File: src/rtl/pc_pkg.sv
// ---------------------------------------------------------------------------
// pc_pkg
// Shared types and constants for the fetch-stage program counter.
//   redirect_src_t : which fresh redirect (if any) is requesting the PC
//   PC_STEP        : sequential fetch increment in bytes
//   pend_t         : one-entry buffer for a redirect seen while stalled
//   misaligned()   : true when an address is not word aligned
// ---------------------------------------------------------------------------
package pc_pkg;

  localparam int PC_WIDTH = 32;
  localparam int PC_STEP  = 4;

  typedef enum logic [1:0] {
    RD_NONE,
    RD_BRANCH,
    RD_TRAP
  } redirect_src_t;

  typedef struct packed {
    logic                valid;
    logic [PC_WIDTH-1:0] tgt;
  } pend_t;

  function automatic logic misaligned(input logic [1:0] lsbs);
    return lsbs != 2'b00;
  endfunction

endpackage

File: src/rtl/pc_btb.sv
// ---------------------------------------------------------------------------
// pc_btb
// Direct-mapped branch target buffer used for next-PC prediction.
// Only instantiated when PC_BTB_EN is defined.
// Ports:
//   clk, rst     : clock, synchronous active-high reset (clears valid bits)
//   lookup_pc    : PC being fetched
//   hit          : lookup_pc has a valid entry with matching tag
//   pred_target  : stored target for lookup_pc
//   upd_en       : write an entry this edge
//   upd_pc       : PC of the redirecting instruction (index + tag source)
//   upd_target   : word-aligned target to store
// ---------------------------------------------------------------------------
module pc_btb #(
  parameter int WIDTH   = 32,
  parameter int ENTRIES = 16
) (
  input  logic             clk,
  input  logic             rst,
  input  logic [WIDTH-1:0] lookup_pc,
  output logic             hit,
  output logic [WIDTH-1:0] pred_target,
  input  logic             upd_en,
  input  logic [WIDTH-1:0] upd_pc,
  input  logic [WIDTH-1:0] upd_target
);

  localparam int IDX_W = $clog2(ENTRIES);
  localparam int TAG_W = WIDTH - IDX_W - 2;

  logic [ENTRIES-1:0] valid_q;
  logic [TAG_W-1:0]   tag_q [ENTRIES];
  logic [WIDTH-1:0]   tgt_q [ENTRIES];

  logic [IDX_W-1:0] lk_idx, upd_idx;
  logic [TAG_W-1:0] lk_tag, upd_tag;
  logic [3:0]       unused_lsbs;

  // Byte-offset bits never select an entry; instructions are word aligned.
  assign lk_idx      = lookup_pc[IDX_W+1:2];
  assign lk_tag      = lookup_pc[WIDTH-1:IDX_W+2];
  assign upd_idx     = upd_pc[IDX_W+1:2];
  assign upd_tag     = upd_pc[WIDTH-1:IDX_W+2];
  assign unused_lsbs = {lookup_pc[1:0], upd_pc[1:0]};

  assign hit         = valid_q[lk_idx] && (tag_q[lk_idx] == lk_tag);
  assign pred_target = tgt_q[lk_idx];

  // Valid bits are the only state that needs reset; a write simply
  // claims its index, evicting whatever branch lived there before.
  always_ff @(posedge clk) begin
    if (rst) begin
      valid_q <= '0;
    end else if (upd_en) begin
      valid_q[upd_idx] <= 1'b1;
    end
  end

  // Tag/target storage; held off during reset so reset dominates updates.
  always_ff @(posedge clk) begin
    if (!rst && upd_en) begin
      tag_q[upd_idx] <= upd_tag;
      tgt_q[upd_idx] <= upd_target;
    end
  end

endmodule

File: src/rtl/pc_fetch_unit.sv
// ---------------------------------------------------------------------------
// pc_fetch_unit
// Fetch-stage program counter with stall, redirect (branch / trap), a
// one-entry pending-redirect buffer for redirects seen during a stall,
// misalignment flagging and an optional BTB predictor.
// Configuration macro: PC_BTB_EN (defined = BTB present, undefined = no BTB,
// pred_taken tied low, branch_pc ignored).
// Ports:
//   clk, rst      : clock, synchronous active-high reset
//   en            : 1 = advance, 0 = stall (PC held)
//   PCsrc         : execute-stage redirect, target PC_Target
//   branch_pc     : PC of redirecting instruction (BTB update)
//   trap_req      : trap redirect to trap_vec, highest priority
//   PC_out        : current fetch PC
//   PC_Plus4      : PC_out + 4, wrapping
//   flush         : one-cycle pulse when a redirect was applied
//   misalign_err  : one-cycle pulse when the applied target was misaligned
//   pred_taken    : BTB hit for PC_out
// ---------------------------------------------------------------------------
module pc_fetch_unit
  import pc_pkg::*;
#(
  parameter int               WIDTH       = PC_WIDTH,
  parameter logic [WIDTH-1:0] RESET_VEC   = '0,
  parameter int               BTB_ENTRIES = 16
) (
  input  logic             clk,
  input  logic             rst,
  input  logic             en,
  input  logic             PCsrc,
  input  logic [WIDTH-1:0] PC_Target,
  input  logic [WIDTH-1:0] branch_pc,
  input  logic             trap_req,
  input  logic [WIDTH-1:0] trap_vec,
  output logic [WIDTH-1:0] PC_out,
  output logic [WIDTH-1:0] PC_Plus4,
  output logic             flush,
  output logic             misalign_err,
  output logic             pred_taken
);

  // The pending buffer type is sized by the package width.
  if (WIDTH != PC_WIDTH) begin : g_width_check
    $error("pc_fetch_unit: WIDTH must equal pc_pkg::PC_WIDTH");
  end

  localparam logic [WIDTH-1:0] ALIGN_MASK = ~(WIDTH'(3));

  logic [WIDTH-1:0] pc_q;
  logic [WIDTH-1:0] pc_next;
  logic [WIDTH-1:0] fresh_tgt;
  logic [WIDTH-1:0] redirect_tgt;
  logic [WIDTH-1:0] btb_target;
  logic             apply_redirect;
  logic             btb_hit;
  pend_t            pend_q;
  redirect_src_t    fresh_src;

  assign PC_out   = pc_q;
  assign PC_Plus4 = pc_q + WIDTH'(PC_STEP);

  // Fresh redirect arbitration: a trap always beats a branch.
  always_comb begin
    fresh_src = RD_NONE;
    fresh_tgt = PC_Target;
    if (trap_req) begin
      fresh_src = RD_TRAP;
      fresh_tgt = trap_vec;
    end else if (PCsrc) begin
      fresh_src = RD_BRANCH;
    end
  end

  // Next-PC selection: fresh redirect > pending > BTB > sequential.
  // Alignment is forced only on redirect targets; the BTB already
  // stores aligned targets and sequential fetch stays aligned.
  always_comb begin
    redirect_tgt   = (fresh_src != RD_NONE) ? fresh_tgt : pend_q.tgt;
    apply_redirect = en && ((fresh_src != RD_NONE) || pend_q.valid);
    pc_next        = PC_Plus4;
    if (apply_redirect) begin
      pc_next = redirect_tgt & ALIGN_MASK;
    end else if (btb_hit) begin
      pc_next = btb_target;
    end
  end

  // PC, pending buffer and status pulses. While stalled, the latest
  // redirect is parked in the pending buffer; any advancing cycle either
  // consumes it or supersedes it with a fresh redirect, so it always clears.
  always_ff @(posedge clk) begin
    if (rst) begin
      pc_q         <= RESET_VEC;
      pend_q       <= '0;
      flush        <= 1'b0;
      misalign_err <= 1'b0;
    end else if (en) begin
      pc_q         <= pc_next;
      pend_q.valid <= 1'b0;
      flush        <= apply_redirect;
      misalign_err <= apply_redirect && misaligned(redirect_tgt[1:0]);
    end else begin
      flush        <= 1'b0;
      misalign_err <= 1'b0;
      if (fresh_src != RD_NONE) begin
        pend_q.valid <= 1'b1;
        pend_q.tgt   <= fresh_tgt;
      end
    end
  end

`ifdef PC_BTB_EN
  pc_btb #(
    .WIDTH   (WIDTH),
    .ENTRIES (BTB_ENTRIES)
  ) u_btb (
    .clk         (clk),
    .rst         (rst),
    .lookup_pc   (pc_q),
    .hit         (btb_hit),
    .pred_target (btb_target),
    .upd_en      (PCsrc),
    .upd_pc      (branch_pc),
    .upd_target  (PC_Target & ALIGN_MASK)
  );

  assign pred_taken = btb_hit;
`else
  logic unused_branch_pc;

  assign btb_hit          = 1'b0;
  assign btb_target       = '0;
  assign pred_taken       = 1'b0;
  assign unused_branch_pc = ^branch_pc;
`endif

endmodule

File: config.mk
export PLATFORM = sky130hd
export DESIGN_NAME = pc_fetch_unit
export DESIGN_NICKNAME = d
export VERILOG_FILES = /design/src/rtl/pc_pkg.sv /design/src/rtl/pc_btb.sv /design/src/rtl/pc_fetch_unit.sv
export SDC_FILE = /design/constraint.sdc
export NUM_CORES = 1
export LEC_CHECK = 0
export CORE_MARGIN = 2
export CORE_UTILIZATION = 40
export CTS_BUF_LIST = sky130_fd_sc_hd__clkbuf_8
export CTS_CLUSTER_DIAMETER = 120
export DETAILED_ROUTE_END_ITERATION = 10
export PLACE_DENSITY_LB_ADDON = 0.05
export SYNTH_ARGS = -nofsm -noshare
export SYNTH_HDL_FRONTEND = slang
export SYNTH_SLANG_ARGS = --single-unit
File: constraint.sdc
create_clock -name clk -period 3.1 [get_ports clk]
set_clock_uncertainty 0.1 [all_clocks]
set_input_delay 0.465 -clock clk [delete_from_list [all_inputs] [get_ports clk]]
set_output_delay 0.465 -clock clk [all_outputs]
set_load 0.01 [all_outputs]
==> results of run 1 <==
layer usage:
metal | global-route usage | up-vias
met2 | 0.390 | 182
met3 | 0.0591 | 21
li1 | - | 2338
met4 | 0.0778 | 0
met1 | 0.337 | 2235
met5 | 0 | -
Yosys cell counts (5+ instances only):
master     n
nand3_1   12
clkbuf_1  43
dfxtp_1   65
nor2_1    56
nand3b_1  12
nor4_1     7
nor3_1    18
or3_1      5
a211oi_1  23
buf_1      7
mux2i_1   31
xnor2_1   15
a21oi_1   34
inv_1     10
nand2_1   70
a31oi_1    8
buf_4      5
nand4_1   11
o21ai_0   38
a311oi_1  16
xor2_1    13
state kept, by name, summed over array words and instances (netlist names):
name / count
pend_q: 33
flush: 1
misalign_err: 1
PC_out: 30
area by class of cell:
class                      instances  share of cell area
clock inverter                     5             0.00409
timing repair buffer             172               0.261
clock buffer                      10              0.0225
inverter                          11             0.00676
sequential                        65               0.214
tap                              136              0.0278
multi-input combinational        444               0.464
cell usage in the layout (no fill, tap or decap), drive strengths merged, types with 6 or more instances in the layout:
cell type,netlist,final
buf,16,45
xnor2,15,15
inv,10,12
nand4,12,12
nand2,70,70
a21oi,35,35
a31oi,8,8
nand3,12,12
xor2,13,13
dlygate4sd2,0,6
dfxtp,65,65
o21ai,38,38
clkbuf,43,13
clkdlybuf4s50,0,116
nor2,56,56
a311oi,16,16
mux2i,31,31
nor4,10,10
nand3b,12,12
a211oi,23,23
nor3,18,18
metrics by stage:
step | instances | worst slack (ps) | hold WS, ps | power (mW)
after global routing | 843 | -43.2 | 422 | 2.31
after floorplan | 579 | 183 | 372 | 1.26
after global placement | 824 | 145 | 380 | 1.56
after detailed placement | 824 | 135 | 390 | 1.57
final | 843 | 22.8 | 397 | 2.20
after CTS | 842 | 13.1 | 401 | 2.21
worst paths after layout:
| path | to | slack, ps |
|---|---|---|
| setup / recovery | PC_Plus4[23] | 20 |
| hold / removal | pend_q[27]$_SDFFE_PP0P_ | 400 |
| setup reg to reg | PC_out[30]$_SDFFE_PP0P_ | 780 |
| hold reg to reg | pend_q[27]$_SDFFE_PP0P_ | 400 |
power groups by stage:
stage                     logic [mW]  clock network [mW]  registers (mW)
after floorplan                0.289                   0           0.974
after global placement         0.594                   0           0.967
after detailed placement       0.604                   0           0.970
after CTS                      0.603               0.650           0.951
after global routing           0.656               0.688           0.962
final                          0.605               0.640           0.953
worst max-delay path, stage by stage, from the launching register on:
cell	delay, ps
dfxtp_1	410
nand4_1	210
or4_4	590
nor3_4	250
xor2_1	160
clkdlybuf4s50_1	550
kinds of logic after synthesis:
family,after synthesis,share of synthesized area
XOR/XNOR,28,0.0567
adder cells (fa/ha/maj),1,0.00289
flip-flops,65,0.301
AND/OR/NAND/NOR,226,0.267
other,1,0.000867
multiplexers,32,0.0743
AO/OA/AOI/OAI,152,0.230
buffers and inverters,70,0.0677
timing repair:
action | 4_1_cts | 5_1_grt
setup buffers | 3 | 1
resized for setup | 16 | 17
setup endpoints to repair | 10 | 9
pin swaps | 3 | 3
==> metrics.md, run 1 <==
| Metric | Value |
|---|---|
| Sw Pwr | `0.695 mW` |
| Chip height | `108 um` |
| CP Class | `reg -> out` |
| Die width | `108 um` |
| Syn Inst Count | `575` |
| Placed Area | `5860 um2` |
| RR Startpoint | `PC_out[2]$_SDFFE_PP0P_` |
| CTS tree | `yes` |
| Uppermost routed layer | `met4` |
| Post-synth ARST share | `0` |
| Final nets | `805` |
| YS warnings | `0` |
| GRT Resource Usage Total | `0.248` |
| CTS root buf | `clkbuf_8` |
| Initial DRC Count | `306` |
| H-tree levels | `3` |
| Multi-input logic area | `2840 um2` |
| Final Util | `0.587` |
| Grt total ovfl | `0` |
| Port Buffers | `130` |
| Post-Syn Area | `4330 um2` |
| Fillers | `1006` |
| Via density | `5.67` |
| Routed Antenna Nets | `0` |
| Post-route cell area | `6110 um2` |
| Avg Inst Size Synth | `7.52 um2` |
| Commonest register cell after synthesis | `dfxtp_1` |
| Synth Register Bits | `65` |
| Number of global-route vias before repair | `4428` |
| Largest net degree at the start of global routing | `53` |
| Timing-limited maximum frequency | `325 MHz` |
| Hold depth | `2` |
| Vias | `4776` |
| Critical path origin | `PC_out[12]$_SDFFE_PP0P_` |
| CTS Sinks | `65` |
| Antenna diodes | `0` |
| Clock transition at path regs | `70 ps` |
| Initial antenna violation count | `0` |
| CP Capture Type | `primary output` |
| Die area | `11700 um2` |
| Crit start category | `flip-flop` |
| CTS Hold Bufs | `0` |
| Worst slew margin | `0.516` |
| Post-synthesis sequential area ratio | `0.301` |
| Crit path max fanout | `4` |
| Distinct cells, synth | `60` |
| Final WL | `14500 um` |
| Clock power frac | `0.291` |
| Rows | `37` |
| Worst VDD drop | `0.000194 V` |
| P&R area growth vs syn | `41.3%` |
| Comb pwr share | `0.275` |
| Synth area leaders | `dfxtp_1 (30%), mux2i_1 (7.2%), nand2_1 (6.1%), nor2_1 (4.9%), o21ai_0 (4.4%)` |
| Max-Cap Viols | `0` |
| WP data arrival | `2510 ps` |
| Clock Latency Late Sink | `350 ps` |
| DR WL met2 | `6670 um` |
| CP required | `2530 ps` |
| Register area | `1310 um2` |
| Outcome | `finished clean` |
| Met1 WL | `6410 um` |
| Sequential power share | `0.434` |
| Register-to-Register Path Depth | `9` |
| Pins Over Slew Limit | `0` |
| First-pass iteration count of the detailed router | `5` |
| Share of cells above drive strength 1 | `0.122` |
| Total CTS buffers | `9` |
| Synth area leader | `dfxtp_1` |
| Period minus WS final | `3080 ps` |
| Post-synth EDFFs | `0` |
| WL met3 | `1110 um` |
| Final setup viols | `0` |
| Switching Share | `0.316` |
| Final Hold Viols | `0` |
| HP Start | `pend_q[27]$_SDFFE_PP0P_` |
| Ports | `168` |
| Wire length per cell | `17.2 um` |
| TNS Setup | `0 ps` |
| Post-DP HPWL | `10600 um` |
| Leakage power | `2.40 nW` |
| Share of the synthesized area in the top cell type | `0.301` |
| First-pass GRT wire length | `22700 um` |
| Transition time at the pin with the least slew margin | `725 ps` |
| PwrDens | `359 nW/um2` |
| Post-route DRC | `0` |
| Routability congestion estimate | `0.866` |
| Final worst-path cycle share | `0.993` |
| P_int | `1.50 mW` |
| Starting Density | `0.415` |
| Worst hold path type | `reg -> reg` |
| Core Footprint | `10400 um2` |
| Longest Clk Path Bufs | `2` |
No activity file was read; power rests on OpenSTA's default activity.
==> run 2: changes to the inputs <==
CORE_ASPECT_RATIO = 0.6   (was not set)
CTS_CLUSTER_DIAMETER = 30   (was 120)
==> run 2 against run 1 <==
  * Combinational power up 3%
  * First-iteration DRC count up 24%
  * Die area up 0.24%
  * Routed wire length up 5.7%
  * Worst setup slack better by 39 ps
  * Total power up 6.9%
  * Hold slack better by 2.5 ps
  * Via count up 2.5%
  * Clock-buffer cell count up 2
  * Final cell count up 1.1%
  * Final area up 1.8%
  * Non-clock buffer count up 5
  * Largest power group unchanged
==> metrics.md, run 2 (synthesis results as in run 1) <==
| Metric | Value |
|---|---|
| Critical path origin | `PC_out[7]$_SDFFE_PP0P_` |
| P&R area growth vs syn | `43.9%` |
| Post-DP HPWL | `11000 um (+4.0%)` |
| Crit path max fanout | `7 (+3)` |
| Initial antenna violation count | `0 (unchanged)` |
| Hold depth | `2 (unchanged)` |
| WP data arrival | `2470 ps (-40 ps)` |
| CP Capture Type | `primary output` |
| CP Class | `reg -> out` |
| Timing-limited maximum frequency | `329 MHz (+1.3%)` |
| RSZ-0062 raised after global routing | `yes` |
| Core Footprint | `10600 um2 (+1.4%)` |
| Final Hold Viols | `0 (unchanged)` |
| First-pass iteration count of the detailed router | `5 (unchanged)` |
| H-tree levels | `3 (unchanged)` |
| Routed Antenna Nets | `0 (unchanged)` |
| Most common library cell in the layout ignoring fill and taps | `clkdlybuf4s50_1` |
| Hold Path Sink | `pend_q[21]$_SDFFE_PP0P_` |
| Clock transition at path regs | `80 ps (about the same)` |
| Pins Over Slew Limit | `0 (unchanged)` |
| Leakage power | `2.47 nW (+3.0%)` |
| Ports | `168 (unchanged)` |
| Transition time at the pin with the least slew margin | `659 ps (-66.1 ps)` |
| First-pass GRT wire length | `24300 um (+6.9%)` |
| Final worst-path cycle share | `0.980 (-0.0124)` |
| Final setup viols | `0 (unchanged)` |
| Longest Clk Path Bufs | `2 (unchanged)` |
| Worst reg2reg setup slack | `730 ps (-50 ps)` |
| R2r endpoint | `PC_out[24]$_SDFFE_PP0P_` |
| Post-route cell area | `6220 um2 (+1.8%)` |
| Rows | `29 (-22%)` |
| Crit start category | `flip-flop` |
| Die area | `11700 um2 (+0.24%)` |
| Vias | `4896 (+2.5%)` |
| GRT Resource Usage Total | `0.261 (+0.0133)` |
| CTS root buf | `clkbuf_8` |
| Worst slew margin | `0.555 (+0.0392)` |
| Period minus WS final | `3040 ps (-38.5 ps)` |
| Final nets | `810 (+0.62%)` |
| Largest net degree at the start of global routing | `53 (unchanged)` |
| Grt total ovfl | `0 (unchanged)` |
| Routability congestion estimate | `0.945 (+9.0%)` |
| Chip height | `84.6 um (-22%)` |
| Starting Density | `0.410 (-0.00561)` |
| CTS Hold Bufs | `0 (unchanged)` |
| Via density | `5.75 (+1.4%)` |
| PwrDens | `377 nW/um2 (+5.0%)` |
| Most frequent cells in the layout | `clkdlybuf4s50_1 (116), nand2_1 (70), dfxtp_1 (56)` |
| Final Util | `0.590 (+0.00274)` |
| Wire length per cell | `18.0 um (+4.6%)` |
| Clock Latency Late Sink | `350 ps (about the same)` |
| CTS tree | `yes` |
| Most flops, register | `pend_q` |
| CTS Sinks | `65 (unchanged)` |
| Initial DRC Count | `379 (+24%)` |
| Number of flip-flops in the largest register | `33 (unchanged)` |
| Number of global-route vias before repair | `4530 (+2.3%)` |
| CP required | `2530 ps (about the same)` |
| HP Start | `pend_q[21]$_SDFFE_PP0P_` |
| Register-to-Register Path Depth | `8 (-1)` |
| Final WL | `15400 um (+5.7%)` |
| Post-route DRC | `0 (unchanged)` |
| Max-Cap Viols | `0 (unchanged)` |
| Outcome | `finished clean` |
| Worst hold path type | `reg -> reg` |
| Placed Area | `5870 um2 (+0.19%)` |
| Worst VDD drop | `0.000173 V (-11%)` |
| Die width | `138 um (+28%)` |
| Antenna diodes | `0 (unchanged)` |
| Share of cells above drive strength 1 | `0.143 (+0.0214)` |
| Port Buffers | `130 (unchanged)` |
| Total CTS buffers | `9 (unchanged)` |
| RR Startpoint | `PC_out[3]$_SDFFE_PP0P_` |
## run 2: power by group
part	internal (mW)	switching, mW	total (mW)	leakage [nW]
sequential	0.898	0.0497	0.948	0.541
clock	0.431	0.349	0.779	0.115
combinational	0.307	0.314	0.621	1.82
total	1.64	0.712	2.35	2.47
## run 2: layout make-up
class | instances | area, um2
fillers | 949 | 4330
well taps | 139 | 174
clock buffers | 12 | 165
clock inverters | 4 | 42.5
inverters | 11 | 41.3
flip-flops and latches | 65 | 1320
multi-input cells | 444 | 2860
repair buffers | 177 | 1630
## run 2: worst max-delay path by stage
stage / endpoint / slack [ps] / depth (start not counted)
after floorplan: PC_Plus4[28] / 180 / 7
after global placement: PC_Plus4[24] / 60 / 7
after detailed placement: PC_Plus4[24] / 8 / 7
after CTS: PC_Plus4[25] / 9 / 7
after global routing: PC_Plus4[30] / -60 / 7
final: PC_Plus4[23] / 60 / 5
## run 2: worst max-delay path, cell delays in order, from the launching register on
cell and delay (ps):
dfxtp_2 360, nand4_4 170, or4_1 660, nor3_4 200
xor2_1 170, clkdlybuf4s50_1 550
## run 2: per-stage QoR
stage	instances	setup WS (ps)	power (mW)	TNS (ps)	hold slack, ps
finish	852	61.4	2.35	0	400
floorplan	579	183	1.26	0	372
global route	852	-63.5	2.45	-84.3	412
CTS	849	8.76	2.35	0	400
global placement	828	59.1	1.57	0	381
detailed placement	828	7.57	1.58	0	391
## run 2: what timing repair did
item / 4_1_cts / 5_1_grt
pin swaps: 5 / 10
resized for setup: 28 / 26
setup buffers: 5 / 3
setup endpoints to repair: 12 / 10
## run 2: metal layers
layer  vias to the layer above  global-route usage  part of all wire
met5                         -                   0                 0
met4                         0              0.0714             0.016
met3                        16              0.0588             0.081
met2                       216               0.401              0.43
met1                      2312               0.371              0.47
li1                       2352                   -                 -
==> run 3: changes to the inputs <==
clock period = 2.7 ns   (was 3.1 ns; I/O delays follow)
==> run 3 against run 2 <==
  * The flow now finishes with violations (setup timing)
  * Sequential share of layout area decreased by 1.4 points
  * Final area increased by 6.7%
  * Register-to-register slack got worse by 800 ps
  * Clock power decreased by 3.7%
  * Core utilization increased by 3.9 points
  * Routed wire length increased by 4.0%
  * Largest cell class unchanged
==> metrics.md, run 3 (synthesis results as in run 1) <==
| Metric | Value |
|---|---|
| Crit start category | `flip-flop` |
| P&R area growth vs syn | `53.5%` |
| PwrDens | `389 nW/um2 (+3.1%)` |
| Pins Over Slew Limit | `0 (unchanged)` |
| Port Buffers | `130 (unchanged)` |
| Core Footprint | `10600 um2 (unchanged)` |
| Most frequent cells in the layout | `clkdlybuf4s50_1 (106), buf_4 (78), nand2_1 (69)` |
| Final nets | `858 (+5.9%)` |
| Final setup viols | `9 (+9)` |
| Starting Density | `0.410 (unchanged)` |
| Number of global-route vias before repair | `4844 (+6.9%)` |
| GRT Resource Usage Total | `0.268 (+0.00621)` |
| Share of cells above drive strength 1 | `0.213 (+0.0698)` |
| Max-Cap Viols | `0 (unchanged)` |
| Timing-limited maximum frequency | `351 MHz` |
| Worst slew margin | `0.573 (+0.0183)` |
| Worst VDD drop | `0.000226 V (+31%)` |
| Period minus WS final | `2850 ps` |
| Hold WS | `399 ps (-0.443 ps)` |
| CP Class | `reg -> out` |
| Worst hold path type | `reg -> reg` |
| Failing checks | `setup timing` |
| Most common library cell in the layout ignoring fill and taps | `clkdlybuf4s50_1` |
| Final Util | `0.629 (+0.0395)` |
| First-pass GRT wire length | `25300 um (+4.1%)` |
| CTS root buf | `clkbuf_8` |
| Initial antenna violation count | `0 (unchanged)` |
| Outcome | `finished with violations` |
| Longest Clk Path Bufs | `2 (unchanged)` |
| Number of flip-flops in the largest register | `33 (unchanged)` |
| Final WS setup | `-152 ps (-213 ps)` |
| Routed Antenna Nets | `0 (unchanged)` |
| CP required | `2190 ps (-340 ps)` |
| CTS Hold Bufs | `0 (unchanged)` |
| Antenna diodes | `0 (unchanged)` |
| Grt total ovfl | `0 (unchanged)` |
| Final WL | `16000 um (+4.0%)` |
| CP Capture Type | `primary output` |
| Final worst-path cycle share | `1.06` |
| Wire length per cell | `17.7 um (-1.6%)` |
| Ports | `168 (unchanged)` |
| Die area | `11700 um2 (unchanged)` |
| Chip height | `84.6 um (unchanged)` |
| Post-DP HPWL | `11300 um (+2.5%)` |
| Most flops, register | `pend_q` |
| First-pass iteration count of the detailed router | `5 (unchanged)` |
| Rows | `29 (unchanged)` |
| Vias | `5164 (+5.5%)` |
| Clock transition at path regs | `70 ps (about the same)` |
| Post-route DRC | `0 (unchanged)` |
| Post-route cell area | `6640 um2 (+6.7%)` |
| Placed Area | `6120 um2 (+4.2%)` |
| WP data arrival | `2350 ps (-120 ps)` |
| Clock Latency Late Sink | `340 ps (about the same)` |
| Initial DRC Count | `453 (+20%)` |
| Total CTS buffers | `9 (unchanged)` |
| Routability congestion estimate | `0.927 (-1.9%)` |
| Crit path max fanout | `4 (-3)` |
| Final Hold Viols | `0 (unchanged)` |
| CTS tree | `yes` |
| Largest net degree at the start of global routing | `59 (+11%)` |
| TNS Setup | `-804 ps (-804 ps)` |
| CTS Sinks | `65 (unchanged)` |
| Dpl ws | `-210 ps (-218 ps)` |
| H-tree levels | `3 (unchanged)` |
| Via density | `5.74 (-0.15%)` |
| Leakage power | `2.76 nW (+12%)` |
| RSZ-0062 raised after global routing | `yes` |
| Transition time at the pin with the least slew margin | `640 ps (-19.0 ps)` |
| Die width | `138 um (unchanged)` |
## run 3: cell count changes in the layout (fill, tap and decap cells not counted), sizes merged
cell | before | now
buf | 54 | 109
bufinv | 1 | 0
clkbuf | 13 | 11
clkdlybuf4s15 | 2 | 1
clkdlybuf4s50 | 116 | 106
clkinv | 2 | 4
dlygate4sd2 | 3 | 8
## run 3: metrics by stage
| step | power, mW | cells |
|---|---|---|
| floorplan | 1.45 | 579 |
| finish | 2.58 | 900 |
| global placement | 1.82 | 858 |
| detailed placement | 1.84 | 858 |
| global route | 2.69 | 900 |
| CTS | 2.58 | 891 |
## run 3: repair_timing
item,4_1_cts,5_1_grt
resized for setup,90,13
setup endpoints to repair,21,13
pin swaps,11,12
setup buffers,17,11
## run 3: area by class of cell
| type | count | area [um2] |
|---|---|---|
| Clock buffer | 11 | 151 |
| Timing Repair Buffer | 225 | 2030 |
| Clock inverter | 5 | 22.5 |
| Inverter | 11 | 41.3 |
| Fill cell | 903 | 3920 |
| Tap cell | 139 | 174 |
| Multi-Input combinational cell | 444 | 2910 |
| Sequential cell | 65 | 1310 |
## run 3: worst max-delay path, cell delays in order (launching register included)
cell and delay [ps]:
dfxtp_2 350, nand4_4 140, buf_6 140, or4_4 570, buf_12 170, nor4_4 220
xor2_1 230, buf_2 170
## run 3: worst paths after layout
check	cells after the start	slack, ps	start	endpoint
worst max-delay path	7	-150	PC_out[7]$_SDFFE_PP0P_	PC_Plus4[30]
worst min-delay path	2	400	pend_q[26]$_SDFFE_PP0P_	pend_q[26]$_SDFFE_PP0P_
worst max register to register	15	-70	PC_out[7]$_SDFFE_PP0P_	PC_out[27]$_SDFFE_PP0P_
worst min register to register	2	400	pend_q[26]$_SDFFE_PP0P_	pend_q[26]$_SDFFE_PP0P_
## run 3: report_power, final
group,internal (mW),total (mW),switching (mW),leakage (nW)
logic,0.373,0.749,0.375,2.12
clock network,0.372,0.750,0.378,0.101
registers,1.03,1.08,0.0526,0.540
## run 3: per-layer routing
metal | GRT usage | share of wire | vias up
met2 | 0.421 | 0.44 | 247
met4 | 0.0751 | 0.016 | 0
li1 | - | - | 2451
met1 | 0.380 | 0.46 | 2444
met5 | 0 | 0 | -
met3 | 0.0456 | 0.084 | 22
